**src/rtl/ps2_key_decoder.sv**
```systemverilog
`default_nettype none
// +--------------------------------------------------------------------------+
// | ps2_key_decoder: PS/2 Set-2 receiver and playback command key decoder.    |
// | Optional macro KEY_RELEASE_CLEAR_EN: releasing the held key clears key.   |
// | Revision: 1.0                                                             |
// +--------------------------------------------------------------------------+
module ps2_key_decoder #(
    parameter int SYNC_STAGES    = 2,
    parameter int TIMEOUT_CYCLES = 50000
) (
    input  logic       clk,
    input  logic       rst,
    input  logic       ps2_clk,
    input  logic       ps2_data,
    output logic [7:0] key,
    output logic       key_valid,
    output logic       frame_err
);

    localparam int TW = $clog2(TIMEOUT_CYCLES + 1);

    typedef enum logic [1:0] {RX_IDLE, RX_DATA, RX_PARITY, RX_STOP} rx_state_t;
    typedef enum logic [1:0] {PF_NORMAL, PF_BREAK, PF_EXT, PF_EXT_BREAK} pf_state_t;

    logic [SYNC_STAGES-1:0] r_clk_sync;
    logic [SYNC_STAGES-1:0] r_data_sync;
    logic                   r_clk_prev;
    logic                   w_fall;
    logic                   w_data;

    rx_state_t              r_rx_state;
    pf_state_t              r_pf_state;
    logic [2:0]             r_bit_cnt;
    logic [7:0]             r_shift;
    logic                   r_parity;
    logic [TW-1:0]          r_tmo_cnt;
    logic [8:0]             w_map;

    always_ff @(posedge clk or posedge rst) begin
        if (rst) begin
            r_clk_sync  <= '1;
            r_data_sync <= '1;
            r_clk_prev  <= 1'b1;
        end else begin
            r_clk_sync  <= {r_clk_sync[SYNC_STAGES-2:0], ps2_clk};
            r_data_sync <= {r_data_sync[SYNC_STAGES-2:0], ps2_data};
            r_clk_prev  <= r_clk_sync[SYNC_STAGES-1];
        end
    end

    assign w_fall = r_clk_prev & ~r_clk_sync[SYNC_STAGES-1];
    assign w_data = r_data_sync[SYNC_STAGES-1];

    // Bit 8 flags a mapped make code; bits 7:0 carry its ASCII command.
    function automatic logic [8:0] map_make(input logic [7:0] code);
        case (code)
            8'h24:   map_make = {1'b1, 8'h45};
            8'h23:   map_make = {1'b1, 8'h44};
            8'h2B:   map_make = {1'b1, 8'h46};
            8'h32:   map_make = {1'b1, 8'h42};
            8'h2D:   map_make = {1'b1, 8'h52};
            default: map_make = 9'h000;
        endcase
    endfunction

    assign w_map = map_make(r_shift);

    always_ff @(posedge clk or posedge rst) begin
        if (rst) begin
            r_rx_state <= RX_IDLE;
            r_pf_state <= PF_NORMAL;
            r_bit_cnt  <= 3'd0;
            r_shift    <= 8'h00;
            r_parity   <= 1'b0;
            r_tmo_cnt  <= '0;
            key        <= 8'h00;
            key_valid  <= 1'b0;
            frame_err  <= 1'b0;
        end else begin
            key_valid <= 1'b0;
            frame_err <= 1'b0;
            if (w_fall) begin
                r_tmo_cnt <= '0;
                case (r_rx_state)
                    RX_IDLE: begin
                        if (!w_data) begin
                            r_rx_state <= RX_DATA;
                            r_bit_cnt  <= 3'd0;
                        end
                    end
                    RX_DATA: begin
                        r_shift   <= {w_data, r_shift[7:1]};
                        r_bit_cnt <= r_bit_cnt + 3'd1;
                        if (r_bit_cnt == 3'd7)
                            r_rx_state <= RX_PARITY;
                    end
                    RX_PARITY: begin
                        r_parity   <= w_data;
                        r_rx_state <= RX_STOP;
                    end
                    default: begin
                        r_rx_state <= RX_IDLE;
                        if (w_data && (^{r_shift, r_parity})) begin
                            case (r_pf_state)
                                PF_NORMAL: begin
                                    if (r_shift == 8'hF0)
                                        r_pf_state <= PF_BREAK;
                                    else if (r_shift == 8'hE0)
                                        r_pf_state <= PF_EXT;
                                    else if (w_map[8]) begin
                                        key       <= w_map[7:0];
                                        key_valid <= 1'b1;
                                    end
                                end
                                PF_BREAK: begin
                                    r_pf_state <= PF_NORMAL;
`ifdef KEY_RELEASE_CLEAR_EN
                                    // Only the release of the currently held command clears it.
                                    if (w_map[8] && (w_map[7:0] == key)) begin
                                        key       <= 8'h00;
                                        key_valid <= 1'b1;
                                    end
`endif
                                end
                                PF_EXT: begin
                                    r_pf_state <= (r_shift == 8'hF0) ? PF_EXT_BREAK : PF_NORMAL;
                                end
                                default: r_pf_state <= PF_NORMAL;
                            endcase
                        end else begin
                            frame_err  <= 1'b1;
                            r_pf_state <= PF_NORMAL;
                        end
                    end
                endcase
            end else if (r_rx_state != RX_IDLE) begin
                // Timeout abandons the frame but leaves the prefix context alone.
                if (r_tmo_cnt == TW'(TIMEOUT_CYCLES - 1)) begin
                    frame_err  <= 1'b1;
                    r_rx_state <= RX_IDLE;
                    r_tmo_cnt  <= '0;
                end else begin
                    r_tmo_cnt <= r_tmo_cnt + 1'b1;
                end
            end
        end
    end

endmodule
`default_nettype wire

```
**config.mk**
```make
export PLATFORM = sky130hd
export DESIGN_NAME = ps2_key_decoder
export DESIGN_NICKNAME = d
export VERILOG_FILES = /design/src/rtl/ps2_key_decoder.sv
export SDC_FILE = /design/constraint.sdc
export NUM_CORES = 1
export LEC_CHECK = 0
export BUFFER_PORTS_ARGS = -buffer_cell sky130_fd_sc_hd__buf_2
export CORE_ASPECT_RATIO = 0.75
export CORE_MARGIN = 5
export CORE_UTILIZATION = 40
export CTS_BUF_LIST = sky130_fd_sc_hd__clkbuf_4 sky130_fd_sc_hd__clkbuf_8
export CTS_CLUSTER_SIZE = 16
export DETAILED_ROUTE_END_ITERATION = 8
export GPL_TIMING_DRIVEN = 1
export PLACE_DENSITY = 0.68
export SLEW_MARGIN = 20
export SYNTH_ARGS = -nofsm -noshare
export SYNTH_HDL_FRONTEND = slang
export SYNTH_SLANG_ARGS = --single-unit
```
**constraint.sdc**
```tcl
create_clock -name clk -period 2.6 [get_ports clk]
set_input_delay 0.26 -clock clk [delete_from_list [all_inputs] [get_ports clk]]
set_output_delay 0.26 -clock clk [all_outputs]
set_load 0.02 [all_outputs]
```
### Yosys cells after proc, flatten, opt, wreduce, memory -nomap -nowiden

Cells that the tools add are included.
Widths: inputs -> output; s select.

| operators by class | value |
|---|---|
| multiplexer cells | 29 |
| $add $sub $neg | 2 |
| bitwise gates (word level) | 5 |
| equality and inequality tests | 16 |
| reductions and logical operators | 15 |

Operators with widths:

| cell | number |
|---|---|
| $mux 16 | 3 |
| $pmux 9 s5 | 1 |
| $eq 8x6->1 const B | 5 |
| $mux 2 | 9 |
| $add 16x1->16 const B | 1 |
| $eq 16x16->1 const B | 1 |
| $eq 8x8->1 const B | 2 |
| $mux 1 | 12 |
| $reduce_xor 9->1 | 1 |
| $reduce_bool 2->1 | 4 |
| $reduce_and 7->1 | 1 |
| $ne 3x3->1 const B | 2 |
| $pmux 2 s3 | 1 |
| $pmux 3 s2 | 1 |
| $reduce_and 3->1 | 2 |
| $eq 2x2->1 const B | 2 |
| $logic_not 2->1 | 2 |
| $ne 4x4->1 const B | 1 |
| $not 1->1 | 4 |
| $pmux 2 s2 | 1 |
| $reduce_and 2->1 | 2 |
| $reduce_and 4->1 | 1 |
| $add 3x1->3 const B | 1 |
| $eq 3x3->1 const B | 1 |
| 6 further kinds | 6 |

| storage, ports and cells | value |
|---|---|
| output and inout bits | 10 |
| bits in registers | 47 |
| word-level logic and storage cells | 79 |
| input bits | 4 |

### Depth between registers and ports, before layout

Gate-level depths: netlist of the first run.

| depth | value |
|---|---|
| depth after elaboration | 9 |
| gate-level depth with buffers | 8 |
| mapped depth without buffers | 7 |

### Worst setup path before layout of the first run

Ideal clock, no wire load.

| timing | value |
|---|---|
| path kind | reg2reg |
| start point | reg r_shift[1] |
| end point | reg key[0] |
| buffers on the path | 0 |
| arrival time | 1986 ps |
| required time | 2475 ps |
| period minus slack after synthesis | 2111 ps |
| cell stages (with the launch flop) | 6 |
| library setup time | 125 ps |
| setup slack | 489 ps |
| cells stage by stage | dfrtp_1 -> xor2_1 -> xnor3_2 -> xnor3_1 -> nand4bb_4 -> mux2_2 |

| between the ends | value |
|---|---|
| longest elaborated chain between the ends | 3 |
| elaborated cells on any way between the ends | 13 |
| those cells by class | 7 x eq/ne; 1 x mux; 2 x bitwise; 3 x reduce/logical |

Ends and longest elaborated chain:

| what | RTL line | source |
|---|---|---|
| start: declaration | 34 | `logic [7:0] r_shift;` |
| start signal: assignment | 92 | `r_shift <= {w_data, r_shift[7:1]};` |
| $eq 8x6->1, or another cell as far along | 56 | `case (code)` |
| $pmux 9 s5, or another cell as far along | 56 |  |
| $reduce_and 7->1 (no line) | n/a |  |
| end signal: assignment | 111 | `key <= w_map[7:0];` |
| end: declaration | 15 | `output logic [7:0] key,` |

Several ways; a longest one is shown, not always the timed one.
A chain may end at the register's enable or synchronous reset.

### Worst setup path after layout of the first run

Ends and elaborated chain as after synthesis.

==> results of run 1 <==
==> final cells by class <==
type | instances | area [sq um]
inverters | 11 | 41.3
multi-input cells | 165 | 1120
repair buffers | 16 | 97.6
fillers | 551 | 3150
well taps | 78 | 97.6
flip-flops and latches | 44 | 1110
clock buffers | 8 | 97.6
==> final timing paths <==
path                                             to  slack (ns)  cells past startpoint
min in group asynchronous  r_tmo_cnt[0]$_DFFE_PP0N_        0.51                      3
hold / removal              r_clk_sync[0]$_DFF_PP1_        0.06                      1
hold reg to reg            r_data_sync[1]$_DFF_PP1_        0.36                      0
max in group asynchronous    r_shift[4]$_DFFE_PP0P_        1.38                      4
setup / recovery                 key[0]$_DFFE_PP0P_        0.36                      5
setup reg to reg                 key[0]$_DFFE_PP0P_        0.36                      5
==> state kept, by name (all words and copies together), names as in the netlist, 2 cells and up <==
| signal | flops |
|---|---|
| r_pf_state | 2 |
| r_data_sync | 2 |
| r_shift | 8 |
| r_bit_cnt | 3 |
| r_clk_sync | 2 |
| r_tmo_cnt | 16 |
| r_rx_state | 2 |
| key | 5 |
==> placed cells by master (no fill, tap or decap), types with 5 or more instances in the layout <==
cell type and instances:
sky130_fd_sc_hd__o21ai_0 5, sky130_fd_sc_hd__buf_2 10, sky130_fd_sc_hd__nor3_1 9, sky130_fd_sc_hd__nor2_1 27, sky130_fd_sc_hd__mux2_2 13, sky130_fd_sc_hd__a21oi_1 6
sky130_fd_sc_hd__xnor2_1 15, sky130_fd_sc_hd__nand2b_1 5, sky130_fd_sc_hd__dfstp_2 5, sky130_fd_sc_hd__ha_1 7, sky130_fd_sc_hd__buf_4 5, sky130_fd_sc_hd__inv_1 10
sky130_fd_sc_hd__clkbuf_8 6, sky130_fd_sc_hd__dfrtp_1 39, sky130_fd_sc_hd__nand2_1 26, sky130_fd_sc_hd__nand3_1 7
==> power groups by stage <==
| stage | sequential, mW | combinational, mW | clock (mW) |
|---|---|---|---|
| finish | 0.983 | 0.951 | 0.459 |
| global route | 1.01 | 1.06 | 0.505 |
| CTS | 0.981 | 0.961 | 0.473 |
| detailed placement | 0.994 | 0.954 | 0 |
| global placement | 0.981 | 0.945 | 0 |
| floorplan | 0.924 | 0.852 | 0 |
==> layer usage <==
layer / part of all wire, % / vias up
li1: - / 811
met1: 55 / 785
met2: 40 / 19
met3: 3.2 / 6
met4: 1.5 / 0
met5: 0 / -
==> stage by stage <==
stage	instances	area (sq um)	worst slack [ns]
detailed placement	313	2450	0.355
global placement	313	2450	0.392
finish	322	2560	0.356
CTS	322	2560	0.345
floorplan	230	2320	0.489
global route	322	2560	0.262
==> cell families (layout without fill, tap and decap cells) <==
| logic type | after synthesis | in the layout | synth area share (%) |
|---|---|---|---|
| xor gates and xnor gates | 19 | 19 | 8.45 |
| adders and majority gates | 7 | 7 | 3.79 |
| DFF | 44 | 44 | 47.9 |
| and+or+nand+nor | 97 | 97 | 21.7 |
| other | 1 | 3 | 0.162 |
| muxes | 14 | 14 | 6.77 |
| buffers and inverters | 21 | 35 | 4.01 |
| AOI/OAI and AO/OA | 25 | 25 | 7.20 |
==> impl_metrics.toml, run 1 <==
[logic_synthesis]
postSynth.asyncResetShare_pct = 100
yosysTopAreaCell = "sky130_fd_sc_hd__dfrtp_1"
ys_ff_latch = 44
post_synth_inst_count = 228
synth_largest_type_area_fraction_pct = 42.2
synth_cell_type_count = 46
top_cells_by_count_synth = "sky130_fd_sc_hd__dfrtp_1, sky130_fd_sc_hd__nor2_1, sky130_fd_sc_hd__nand2_1, sky130_fd_sc_hd__xnor2_1, sky130_fd_sc_hd__mux2_2"
seq_area_frac_synth_pct = 47.9
synth_edf_count = 0
number_of_warnings_printed_during_yosys_synthesis = 0
synth.cell_area_sq_mm = 0.00231
ys_dominant_reg_cell = "sky130_fd_sc_hd__dfrtp_1"
largest_cells_by_area_after_synthesis = "sky130_fd_sc_hd__dfrtp_1, sky130_fd_sc_hd__mux2_2, sky130_fd_sc_hd__dfstp_2, sky130_fd_sc_hd__xnor2_1, sky130_fd_sc_hd__nor2_1"
post_synth.cell_area_avg_sq_um = 10.1
synth_most_common_cell = "sky130_fd_sc_hd__dfrtp_1"

[die]
floorplan.core_area_sq_mm = 0.00571
fp_rows = 24
die_h_um = 75.8
fp.dieW_um = 97.8
top_level_pins = 14
dieArea_sq_mm = 0.00741
start_util_pct = 40.5

[sta]
max_slew.worst_pin.slew_ns = 0.643
fmax_mhz = 446
timing_hold_violations_final = 0
final.setup.tns_ns = 0
finalHoldWorstSlack_ns = 0.0552
max-slew-margin-rel_pct = 56.8
setup_repair_after_global_routing_missed_its_margin = "no"
final.period_utilization_pct = 86.3
layout_min_cycle_time_ns = 2.24
finClkSkew_ns = 0.00635
timing_max_transition_violations_final = 0
timing.final.setup_violations = 0

[global_routing]
top_usage_layer_grt = "met2"
grt_pass1_wl_mm = 7.21
overflow = 0
pin_count_of_the_biggest_net_entering_global_routing = 27
grt_pass1_vias = 1512
groute.layer.met3.usage_pct = 2.29
gr-usage-met1_pct = 17.4
track_usage_pct = 12.0
initial_antenna_violation_count = 0
groute.layer.met2.usage_pct = 18.0

[power_and_ir_drop]
power.static_leakage_nw = 1.11
pwr-share-clk_pct = 19.2
pwr-share-comb_pct = 39.7
total_switching_power_mw = 0.827
power-per-cell-area_mw_per_mm2 = 934
maximum_vdd_drop_v = 0.000423
power.internal_mw = 1.57
power_mw = 2.39
sequentialPowerShare_pct = 41.1
switching_share_pct = 34.6

[detailed_routing]
drtPass1Iterations = 4
drt_wl_cell_um = 12.5
dr.first_iter.drc_count = 94
num_vias = 1621
antenna_left = 0
detail_route.vias_per_cell = 5.03
finalWirelength_mm = 4.02
drcViolationCount = 0

[place]
hpwl_mm = 2.96
placement.io_buffers = 10
globalplace.congestion = 0.791

[critical_path]
timing.rr.start = "r_shift[1]$_DFFE_PP0P_"
critPathCaptureType = "flip-flop"
worst_ep_arrival_time_ns = 2.43
slowest_stage = "sky130_fd_sc_hd__xnor3_2"
path_class = "flip-flop to flip-flop"
timing.critical_path.from_type = "flip-flop"
largest_driver_fanout_on_the_critical_path = 7
critical_path.n_buffers_inverters = 0
setup.worst_path.start = "r_shift[1]$_DFFE_PP0P_"
max_stage_delay_ns = 0.48
crit_family = "XOR/XNOR gates"
critPathRequiredTime_ns = 2.78
worstPathCellList = "xor2_1 -> xnor3_2 -> xnor3_1 -> nand4bb_4 -> mux2_2"

[finish]
utilization_pct = 44.9
drive_gt1_share_pct = 18.9
ant_cells = 0
flow.area_growth_from_synthesis_pct = 10.8
finalNetCount = 254

[clocking]
clockRootBuffer = "sky130_fd_sc_hd__clkbuf_8"
insertion_delay_ns = 0.29
cts-root-to-sink-buffers = 2
numClockSinks = 44
clkSlewWorstSetupHoldPaths_ns = 0.08
ctsHoldBuffers = 1
cts_buffers = 5
tritoncts = "done"
htree_num_levels = 2
number_of_cells_upsized_or_downsized_after_cts = 0
cts_post_setup_buffers_inserted = 0

[min_path]
hp-class = "primary input to flip-flop"
launch_point_of_the_worst_hold_path = "ps2_clk"

[flow_run]
timing.max_cap.violations = 0

[status]
status = "finished, final reports clean"
Note: power is estimated with default switching activity, not from simulation.
==> run 2: changes to the inputs <==
Settings changed: CORE_UTILIZATION 40 to 30, PLACE_DENSITY 0.68 to 0.57.
==> impl_metrics.toml, run 2 (same netlist as run 1, synthesis figures left out) <==
[finish]
top_regs = "r_tmo_cnt (16), r_shift (8), key (5)"
utilization_pct = 34.7
mostFrequentLayoutCells = "sky130_fd_sc_hd__dfrtp_1, sky130_fd_sc_hd__nor2_1, sky130_fd_sc_hd__nand2_1, sky130_fd_sc_hd__xnor2_1, sky130_fd_sc_hd__mux2_2"
largest_reg_by_ff_count = "r_tmo_cnt"
fillerInstances = 792
drive_gt1_share_pct = 19.0
largest_reg_flops = 16
ant_cells = 0
finalNetCount = 252
mostFrequentLayoutCell = "sky130_fd_sc_hd__dfrtp_1"
flow.area_growth_from_synthesis_pct = 11.5

[sta]
max-slew-margin-rel_pct = 40.7
layout_min_cycle_time_ns = 2.26
final.period_utilization_pct = 87.0
max_slew.worst_pin.slew_ns = 0.888
finClkSkew_ns = 0.0100
timing_max_transition_violations_final = 0
final.setup.tns_ns = 0
timing.final.setup_violations = 0
setup_repair_after_global_routing_missed_its_margin = "no"
timing_hold_violations_final = 0
fmax_mhz = 442

[power_and_ir_drop]
power-per-cell-area_mw_per_mm2 = 941
power.static_leakage_nw = 1.11
switching_share_pct = 34.9
power_mw = 2.43
pwr-share-clk_pct = 19.7
sequentialPowerShare_pct = 40.5
total_switching_power_mw = 0.846
power.internal_mw = 1.58
maximum_vdd_drop_v = 0.000327
pwr-share-comb_pct = 39.8

[clocking]
cts_post_setup_buffers_inserted = 0
tritoncts = "done"
clockRootBuffer = "sky130_fd_sc_hd__clkbuf_8"
number_of_cells_upsized_or_downsized_after_cts = 0
htree_num_levels = 2
cts-root-to-sink-buffers = 2
numClockSinks = 44
insertion_delay_ns = 0.30
cts_buffers = 5
ctsHoldBuffers = 0
clkSlewWorstSetupHoldPaths_ns = 0.09

[detailed_routing]
detail_route.vias_per_cell = 4.64
drt_wl_cell_um = 12.5
dr.first_iter.drc_count = 24
drcViolationCount = 0
finalWirelength_mm = 4.30
antenna_left = 0
num_vias = 1593
drtPass1Iterations = 4

[status]
status = "finished, final reports clean"

[global_routing]
top_usage_layer_grt = "met2"
groute.layer.met2.usage_pct = 14.9
overflow = 0
pin_count_of_the_biggest_net_entering_global_routing = 45
grt_pass1_wl_mm = 7.71
groute.layer.met3.usage_pct = 2.40
track_usage_pct = 9.76
grt_pass1_vias = 1611
gr-usage-met1_pct = 13.5
initial_antenna_violation_count = 0

[die]
top_level_pins = 14
dieArea_sq_mm = 0.00958
start_util_pct = 31.1
floorplan.core_area_sq_mm = 0.00743
fp_rows = 27
fp.dieW_um = 111
die_h_um = 86.0

[critical_path]
path_class = "flip-flop to flip-flop"
worst_ep_arrival_time_ns = 2.45
critPathCaptureType = "flip-flop"
largest_driver_fanout_on_the_critical_path = 7
critPathRequiredTime_ns = 2.79
timing.critical_path.from_type = "flip-flop"

[place]
placement.io_buffers = 10
globalplace.congestion = 0.850
hpwl_mm = 3.08

[min_path]
hp-class = "primary input to flip-flop"

[flow_run]
timing.max_cap.violations = 0
run 2: cell types whose count changed in the layout (fill, tap and decap cells not counted), sizes merged:
cell,delta
buf,-1
clkinv,-1
dlygate4sd3,-1
inv,+1
run 2: area by class of cell:
cell class                 count  area (sq um)  share of cell area [%]
multi-input combinational    165          1120                    43.4
sequential                    44          1110                    43.0
tap                          101           126                    4.90
clock buffer                   8           104                    4.03
timing repair buffer          14          80.1                    3.11
inverter                      11          41.3                    1.60
run 2: power groups by stage:
| stage | combinational (mW) | sequential (mW) | clock, mW |
|---|---|---|---|
| floorplan | 0.852 | 0.924 | 0 |
| global placement | 0.949 | 0.990 | 0 |
| detailed placement | 0.965 | 0.997 | 0 |
| CTS | 0.969 | 0.984 | 0.500 |
| global route | 1.07 | 1.01 | 0.531 |
| finish | 0.965 | 0.983 | 0.479 |
run 2: final timing paths:
path                                          from                  endpoint  slack, ns  cells after the start
hold reg to reg            r_clk_sync[0]$_DFF_PP1_   r_clk_sync[1]$_DFF_PP1_       0.36                      0
min in group asynchronous                      rst  r_tmo_cnt[8]$_DFFE_PP0N_       0.15                      2
setup / recovery            r_shift[1]$_DFFE_PP0P_        key[1]$_DFFE_PP0P_       0.34                      5
max in group asynchronous                      rst    r_shift[1]$_DFFE_PP0P_       1.89                      2
setup reg to reg            r_shift[1]$_DFFE_PP0P_        key[1]$_DFFE_PP0P_       0.34                      5
hold / removal                             ps2_clk   r_clk_sync[0]$_DFF_PP1_       0.06                      1
run 2: metrics by stage:
step	hold WS, ns	std cells	setup WS [ns]	instance area (sq um)
floorplan	0.264	230	0.489	2320
detailed placement	0.350	335	0.326	2470
global route	0.0392	343	0.239	2580
global placement	0.346	335	0.381	2470
finish	0.0612	343	0.337	2580
CTS	0.0478	343	0.322	2580
run 2: critical path: stages (launching register included):
cell,delay (ns)
sky130_fd_sc_hd__dfrtp_1,0.45
sky130_fd_sc_hd__xor2_1,0.22
sky130_fd_sc_hd__xnor3_2,0.48
sky130_fd_sc_hd__xnor3_1,0.40
sky130_fd_sc_hd__nand4bb_4,0.29
sky130_fd_sc_hd__mux2_2,0.32
run 2: per-layer routing:
metal  up-vias  part of all wire (%)
li1        799                     -
met1       768                    54
met2        19                    42
met3         7                   3.0
met4         0                   1.2
met5         -                     0
==> run 3: changes to the inputs <==
Settings changed: CELL_PAD_IN_SITES_DETAIL_PLACEMENT set to 2, CELL_PAD_IN_SITES_GLOBAL_PLACEMENT set to 2, PLACE_DENSITY 0.57 to 0.75.
==> impl_metrics.toml, run 3 (same netlist as run 1, synthesis figures left out) <==
[critical_path]
worstPathCellList = "xor2_1 -> xnor3_2 -> xnor3_1 -> nand4bb_4 -> mux2_2"
crit_family = "XOR/XNOR gates"
critPathCaptureType = "flip-flop"
critPathRequiredTime_ns = 2.78
slowest_stage = "sky130_fd_sc_hd__xnor3_2"
max_stage_delay_ns = 0.50
timing.critical_path.from_type = "flip-flop"
critical_path.n_buffers_inverters = 0
largest_driver_fanout_on_the_critical_path = 7
path_class = "flip-flop to flip-flop"
worst_ep_arrival_time_ns = 2.50

[finish]
mostFrequentLayoutCell = "sky130_fd_sc_hd__dfrtp_1"
flow.area_growth_from_synthesis_pct = 11.6
mostFrequentLayoutCells = "sky130_fd_sc_hd__dfrtp_1, sky130_fd_sc_hd__nor2_1, sky130_fd_sc_hd__nand2_1, sky130_fd_sc_hd__xnor2_1, sky130_fd_sc_hd__mux2_2"
drive_gt1_share_pct = 19.3
ant_cells = 0
fin_cells = 344
finalNetCount = 253
largest_reg_by_ff_count = "r_tmo_cnt"
top_regs = "r_tmo_cnt (16), r_shift (8), key (5)"
largest_reg_flops = 16

[detailed_routing]
drt_wl_cell_um = 16.6
antenna_left = 0
finalWirelength_mm = 5.70
drcViolationCount = 0
detail_route.vias_per_cell = 4.87
drtPass1Iterations = 4
num_vias = 1675
dr.first_iter.drc_count = 51

[sta]
layout_min_cycle_time_ns = 2.32
max-slew-margin-rel_pct = 36.7
timing_max_transition_violations_final = 0
final.period_utilization_pct = 89.1
timing.final.setup_violations = 0
setup_repair_after_global_routing_missed_its_margin = "no"
fmax_mhz = 432
timing_hold_violations_final = 0
final.setup.tns_ns = 0
finClkSkew_ns = 0.00905
max_slew.worst_pin.slew_ns = 0.948

[die]
fp.dieW_um = 111
start_util_pct = 31.1
fp_rows = 27
top_level_pins = 14
die_h_um = 86.0
floorplan.core_area_sq_mm = 0.00743
dieArea_sq_mm = 0.00958

[status]
status = "finished, final reports clean"

[place]
globalplace.congestion = 0.713
dp_cells = 336
hpwl_mm = 4.24
placement.io_buffers = 10

[clocking]
clockRootBuffer = "sky130_fd_sc_hd__clkbuf_8"
numClockSinks = 44
clkSlewWorstSetupHoldPaths_ns = 0.08
cts-root-to-sink-buffers = 2
cts_post_setup_buffers_inserted = 0
insertion_delay_ns = 0.29
tritoncts = "done"
htree_num_levels = 2
ctsHoldBuffers = 0
cts_buffers = 5
number_of_cells_upsized_or_downsized_after_cts = 0

[global_routing]
overflow = 0
track_usage_pct = 12.9
initial_antenna_violation_count = 0
grt_pass1_wl_mm = 9.92
pin_count_of_the_biggest_net_entering_global_routing = 45
grt_pass1_vias = 1954

[power_and_ir_drop]
power_mw = 2.49
power-per-cell-area_mw_per_mm2 = 965
power.static_leakage_nw = 1.11
maximum_vdd_drop_v = 0.000365

[min_path]
hp-class = "primary input to flip-flop"

[flow_run]
timing.max_cap.violations = 0
[run 3: path summary, 6_finish.rpt]
kind                                         startpoint                   endpoint  slack [ns]  cells after the start
worst max register to register   r_shift[1]$_DFFE_PP0P_         key[1]$_DFFE_PP0P_        0.28                      5
worst min register to register  r_clk_sync[0]$_DFF_PP1_    r_clk_sync[1]$_DFF_PP1_        0.36                      0
min in group asynchronous                           rst   r_bit_cnt[2]$_DFFE_PP0P_        0.18                      2
worst max-delay path             r_shift[1]$_DFFE_PP0P_         key[1]$_DFFE_PP0P_        0.28                      5
max in group asynchronous                           rst  r_rx_state[1]$_DFFE_PP0P_        1.83                      2
worst min-delay path                            ps2_clk    r_clk_sync[0]$_DFF_PP1_        0.07                      1
[run 3: layer usage]
layer,routed length [um],GRT usage [%],share of wire (%),vias to the layer above
met5,0,0,0,-
met4,45,2.87,0.79,0
met3,123,2.47,2.2,4
met2,2670,21.0,47,14
met1,2860,17.9,50,853
li1,-,-,-,804
[run 3: worst reg2reg max path, delay by kind of cell (launching register included)]
| family | cells | cell delay [ns] |
|---|---|---|
| xor gates and xnor gates | 3 | 1.15 |
| DFF | 1 | 0.45 |
| muxes | 1 | 0.31 |
| and+or+nand+nor | 1 | 0.30 |
[run 3: layout make-up]
type                            count  area [sq um]
Fill cell                         834          4850
Inverter                           11          41.3
Timing Repair Buffer               15          87.6
Tap cell                          101           126
Multi-Input combinational cell    165          1120
Sequential cell                    44          1110
Clock buffer                        8          97.6
[run 3: stage by stage]
| step | setup slack [ns] | hold WS, ns | util, % | instance area (sq um) |
|---|---|---|---|---|
| after detailed placement | 0.308 | 0.349 | 33.4 | 2480 |
| after CTS | 0.264 | 0.0616 | 34.7 | 2580 |
| after floorplan | 0.489 | 0.264 | - | 2320 |
| after global placement | 0.369 | 0.346 | 33.4 | 2480 |
| final | 0.283 | 0.0693 | 34.7 | 2580 |
| after global routing | 0.184 | 0.0485 | 34.7 | 2580 |
[run 3: where the power goes]
| group | switching [mW] | internal (mW) |
|---|---|---|
| combinational | 0.508 | 0.519 |
| clock | 0.224 | 0.238 |
| sequential | 0.186 | 0.812 |
